==> src/rtl/vga_timing_gen.sv <==
// VGA sync/counter generator: pixel-rate divider, h/v counters, registered syncs.
// Define VGA_PIXEL_DIV4_EN for a divide-by-4 pixel enable (default divide-by-2).
module vga_timing_gen #(
   parameter int H_DISPLAY = 640,
   parameter int H_FP      = 16,
   parameter int H_SYNC    = 96,
   parameter int H_BP      = 48,
   parameter int V_DISPLAY = 480,
   parameter int V_FP      = 10,
   parameter int V_SYNC    = 2,
   parameter int V_BP      = 33
) (
   input  logic       clk,
   input  logic       reset,
   output logic       hsync,
   output logic       vsync,
   output logic       video_on,
   output logic       p_tick,
   output logic [9:0] pixel_x,
   output logic [9:0] pixel_y,
   output logic       frame_tick
);

`ifdef VGA_PIXEL_DIV4_EN
   localparam int               DIV_W   = 2;
   localparam logic [DIV_W-1:0] DIV_MAX = 2'd3;
`else
   localparam int               DIV_W   = 1;
   localparam logic [DIV_W-1:0] DIV_MAX = 1'd1;
`endif

   localparam logic [9:0] H_DISP  = 10'(H_DISPLAY);
   localparam logic [9:0] H_MAX   = 10'(H_DISPLAY + H_FP + H_SYNC + H_BP - 1);
   localparam logic [9:0] HS_LO   = 10'(H_DISPLAY + H_FP);
   localparam logic [9:0] HS_HI   = 10'(H_DISPLAY + H_FP + H_SYNC - 1);
   localparam logic [9:0] V_DISP  = 10'(V_DISPLAY);
   localparam logic [9:0] V_MAX   = 10'(V_DISPLAY + V_FP + V_SYNC + V_BP - 1);
   localparam logic [9:0] VS_LO   = 10'(V_DISPLAY + V_FP);
   localparam logic [9:0] VS_HI   = 10'(V_DISPLAY + V_FP + V_SYNC - 1);

   logic [DIV_W-1:0] div_q, div_next;
   logic [9:0]       h_q, h_next;
   logic [9:0]       v_q, v_next;
   logic             hsync_q, vsync_q;
   logic             h_last, v_last;

   assign p_tick = (div_q == DIV_MAX);
   assign h_last = (h_q == H_MAX);
   assign v_last = (v_q == V_MAX);

   // NOTE: every always_comb output gets a default first so no path can infer a latch.
   always_comb begin
      div_next = div_q + 1'b1;
      h_next   = h_q;
      v_next   = v_q;
      if (p_tick) begin
         div_next = '0;
         h_next   = h_last ? 10'd0 : h_q + 10'd1;
         // v and h wrap on the same edge, so (0,0) follows (H_MAX,V_MAX) directly
         if (h_last)
            v_next = v_last ? 10'd0 : v_q + 10'd1;
      end
   end

   // NOTE: sequential state uses non-blocking assignments so all flops update together.
   always_ff @(posedge clk or negedge reset) begin
      if (!reset) begin
         div_q   <= '0;
         h_q     <= '0;
         v_q     <= '0;
         hsync_q <= 1'b1;
         vsync_q <= 1'b1;
      end else begin
         div_q   <= div_next;
         h_q     <= h_next;
         v_q     <= v_next;
         // syncs decode the next count so they line up with pixel_x/pixel_y
         hsync_q <= !((h_next >= HS_LO) && (h_next <= HS_HI));
         vsync_q <= !((v_next >= VS_LO) && (v_next <= VS_HI));
      end
   end

   assign pixel_x    = h_q;
   assign pixel_y    = v_q;
   assign hsync      = hsync_q;
   assign vsync      = vsync_q;
   assign video_on   = (h_q < H_DISP) && (v_q < V_DISP);
   assign frame_tick = p_tick && h_last && v_last;

endmodule

==> config.mk <==
export PLATFORM = sky130hd
export DESIGN_NAME = vga_timing_gen
export DESIGN_NICKNAME = d
export VERILOG_FILES = /design/src/rtl/vga_timing_gen.sv
export SDC_FILE = /design/constraint.sdc
export NUM_CORES = 1
export LEC_CHECK = 0
export BUFFER_PORTS_ARGS = -buffer_cell sky130_fd_sc_hd__buf_2
export CORE_ASPECT_RATIO = 1.2
export CORE_MARGIN = 4
export CORE_UTILIZATION = 50
export CTS_BUF_LIST = sky130_fd_sc_hd__clkbuf_16
export DETAILED_ROUTE_END_ITERATION = 6
export PLACE_DENSITY = 0.73
export SETUP_SLACK_MARGIN = 0.4
export SYNTH_ARGS = -nofsm -noshare
export SYNTH_HDL_FRONTEND = slang
export SYNTH_SLANG_ARGS = --single-unit
==> constraint.sdc <==
create_clock -name clk -period 4.6 [get_ports clk]
set_input_delay 1.38 -clock clk [delete_from_list [all_inputs] [get_ports clk]]
set_output_delay 1.38 -clock clk [all_outputs]
set_load 0.05 [all_outputs]
==> results.md <==
* CP cell instances: inv_1, ha_1, nor2b_1, nor4bb_1, buf_4, and2_1, buf_2
* Max Clk Rate at 297 MHz
* Post-DP HPWL at 2070 microns
* Vias in the first global route at 1,076
* Final nets at 172
* #FFs+latches synth at 23
* Vias/cell at 5.73
* EDFF count, synth at 0
* Netlist Area Pre-Place at 0.00127 sq mm
* Worst-Skew Late Latency at 250 ps
* Post-CTS Setup Bufs at 0
* CP Launch Type: flip-flop
* Final Non-Filler Cells at 197
* Drt total wl at between 2000 and 3000 microns
* Fin crit share at roughly 73%
* CTS tree: done
* Leakage at 0.000732 uW
* Average size of a mapped cell at 9.16 sq um
* Pre-antenna DRT Iters at 4
* Critical Path End Type: primary output
* Max cap viols at 0
* Clk_skew at between 2 and 2.5 ps
* Initial DRC Count at 28
* CP delay by family, top: buffers and inverters
* Initial antenna violation count at 0
* Final GP Congestion at 0.838
* Critical path class: flip-flop to primary output
* Slew @ Worst Pin at roughly 520 ps
* Setup slack at placement at 1510 ps
* Max-slew headroom at about 65%
* Pins Over Slew Limit at 0
* Final hold viol count at 0
* Power after layout at 388 uW
* Status: finished clean
* Die width at 54.1 microns
* Fin crit period at 3360 ps
* CP max FO at 10
* CP bufs+invs at 3
* Syn Inst Count at around 140
* Asr flop ratio synth at 100%
* Ports at 27
* Cell count after placement at 193
* Final antenna-violating net count at 0
* CTS root buf: clkbuf_16
* Final WS setup at 1240 ps
* Worst EP arrival at 1980 ps
* Max VDD drop at 0.271 mV
* Die Ht at 63.3 microns
* RSZ-0062 raised after global routing: false
* Yosys cell types at 38
* Syn nets at 144
* Rows at 19
* Full die area at 0.00342 sq mm
* Post-synthesis sequential area ratio at 45.4%
* Max clock buf depth at 2
* CP required at ~3200 ps
* Starting Density at 54.1%
* Most frequent cell after synthesis: dfrtp_1
* Post-synth top area cell: dfrtp_1
* Layout cell share with drive strength beyond 1 at 23.5%
* First-pass GRT wire length at 5040 microns
* DRC viols at 0
* Buffers on Ports at 26
* CP peak stage delay at 420 ps
* Area growth syn-to-layout at 19.4%
* Clk sinks at 23
* Hold Crit Class: flip-flop to flip-flop
* Dominant cells by area after synthesis: dfrtp_1, o21ai_0, nand2_1, nand3_1, dfstp_2
* Pwr Density at 255 mW/mm^2
* Largest net degree at the start of global routing at 24
* Total CTS buffers at 3
* Core Box Area at 0.00235 sq mm
* Setup tns final at 0 ps
* Cts repair resizes at 0
* Number of setup violations in the final report at 0
* Commonest cells in the netlist: dfrtp_1, nand2_1, o21ai_0, nand3_1, inv_1
* Main flop type after synthesis: dfrtp_1
* Synth top area share at 41.3%
* Final core utilization at 64.6%
* N_diodes at 0
* Worst path slowest cell: dfrtp_1
* Routed WL per cell at 14.5 microns
* Hold Buf Count CTS at 0
* DR vias at around 1,100
* GRT Total Usage at 19.3%
* Number of H-tree levels at 1
* CTS clk-pin slew, worst paths at 60 ps
* Synthesis Warnings at 0
* Total congestion overflow at 0
[kinds of logic after synthesis]
family	after synthesis	synth area share (%)
fa+ha+maj	3	2.95
simple gates	64	27.2
xor+xnor	7	4.81
buf+inv	13	4.03
flops	23	45.4
compound gates	27	13.9
mux	2	1.67
[stage by stage]
step / area, sq um / hold slack (ps)
final: 1520 / 539
after global routing: 1520 / 578
after CTS: 1520 / 544
after detailed placement: 1440 / 530
after global placement: 1440 / 523
after floorplan: 1270 / 804
[state kept, by name, indices dropped and copies added (netlist names)]
name	cells
vsync	1
p_tick	1
pixel_y	10
pixel_x	10
hsync	1
[worst register-to-register path, delay by kind of cell (launching register included)]
kind / cells / cell delay, ps
AOI/OAI and AO/OA: 2 / 720
DFF: 1 / 450
and+or+nand+nor: 3 / 1210
[metal layers]
layer	track usage [%]	wire length, microns	up-vias
met5	0	0	-
met4	9.03	54	0
met3	2.83	151	8
met2	30.6	1480	40
met1	25.3	1170	529
li1	-	-	552
[power by group]
part | leakage [uW] | switching, uW | internal, uW
Combinational | 0.000389 | 3.82 | 0.303
Clock | 0.0000423 | 65.6 | 116
Sequential | 0.000300 | 0 | 202
Total | 0.000732 | 69.4 | 319
[area by class of cell]
type | count | area (sq um)
clock buffers | 3 | 75.1
clock inverters | 1 | 3.75
multi-input cells | 103 | 651
fillers | 185 | 832
well taps | 31 | 38.8
repair buffers | 28 | 145
inverters | 8 | 30.0
flip-flops and latches | 23 | 578
[final timing paths]
check	start	end	slack [ps]	cells past startpoint
setup / recovery	pixel_y[0]$_DFF_PN0_	frame_tick	1240	7
hold / removal	pixel_x[2]$_DFF_PN0_	pixel_x[2]$_DFF_PN0_	540	1
setup reg to reg	pixel_x[5]$_DFF_PN0_	vsync$_DFF_PN1_	2130	5
hold reg to reg	pixel_x[2]$_DFF_PN0_	pixel_x[2]$_DFF_PN0_	540	1
max in group asynchronous	reset	hsync$_DFF_PN1_	3140	1
min in group asynchronous	reset	pixel_y[3]$_DFF_PN0_	1100	1
[layout by cell type, fill, tap and decap left out, drive strengths merged, types with 2 or more instances in the layout]
master  synthesis  final
o21ai          17     17
dfrtp          21     21
nand2          17     17
xor2            4      4
nor4            2      2
xnor2           3      3
nor2            6      6
nand3          11     11
nor3            6      6
inv             8      9
nand4b          4      4
and2            3      3
or3             5      5
nor2b           2      2
dfstp           2      2
a21oi           2      2
ha              3      3
clkbuf          3      3
buf             2     28
(Power assumes the default switching activity.)
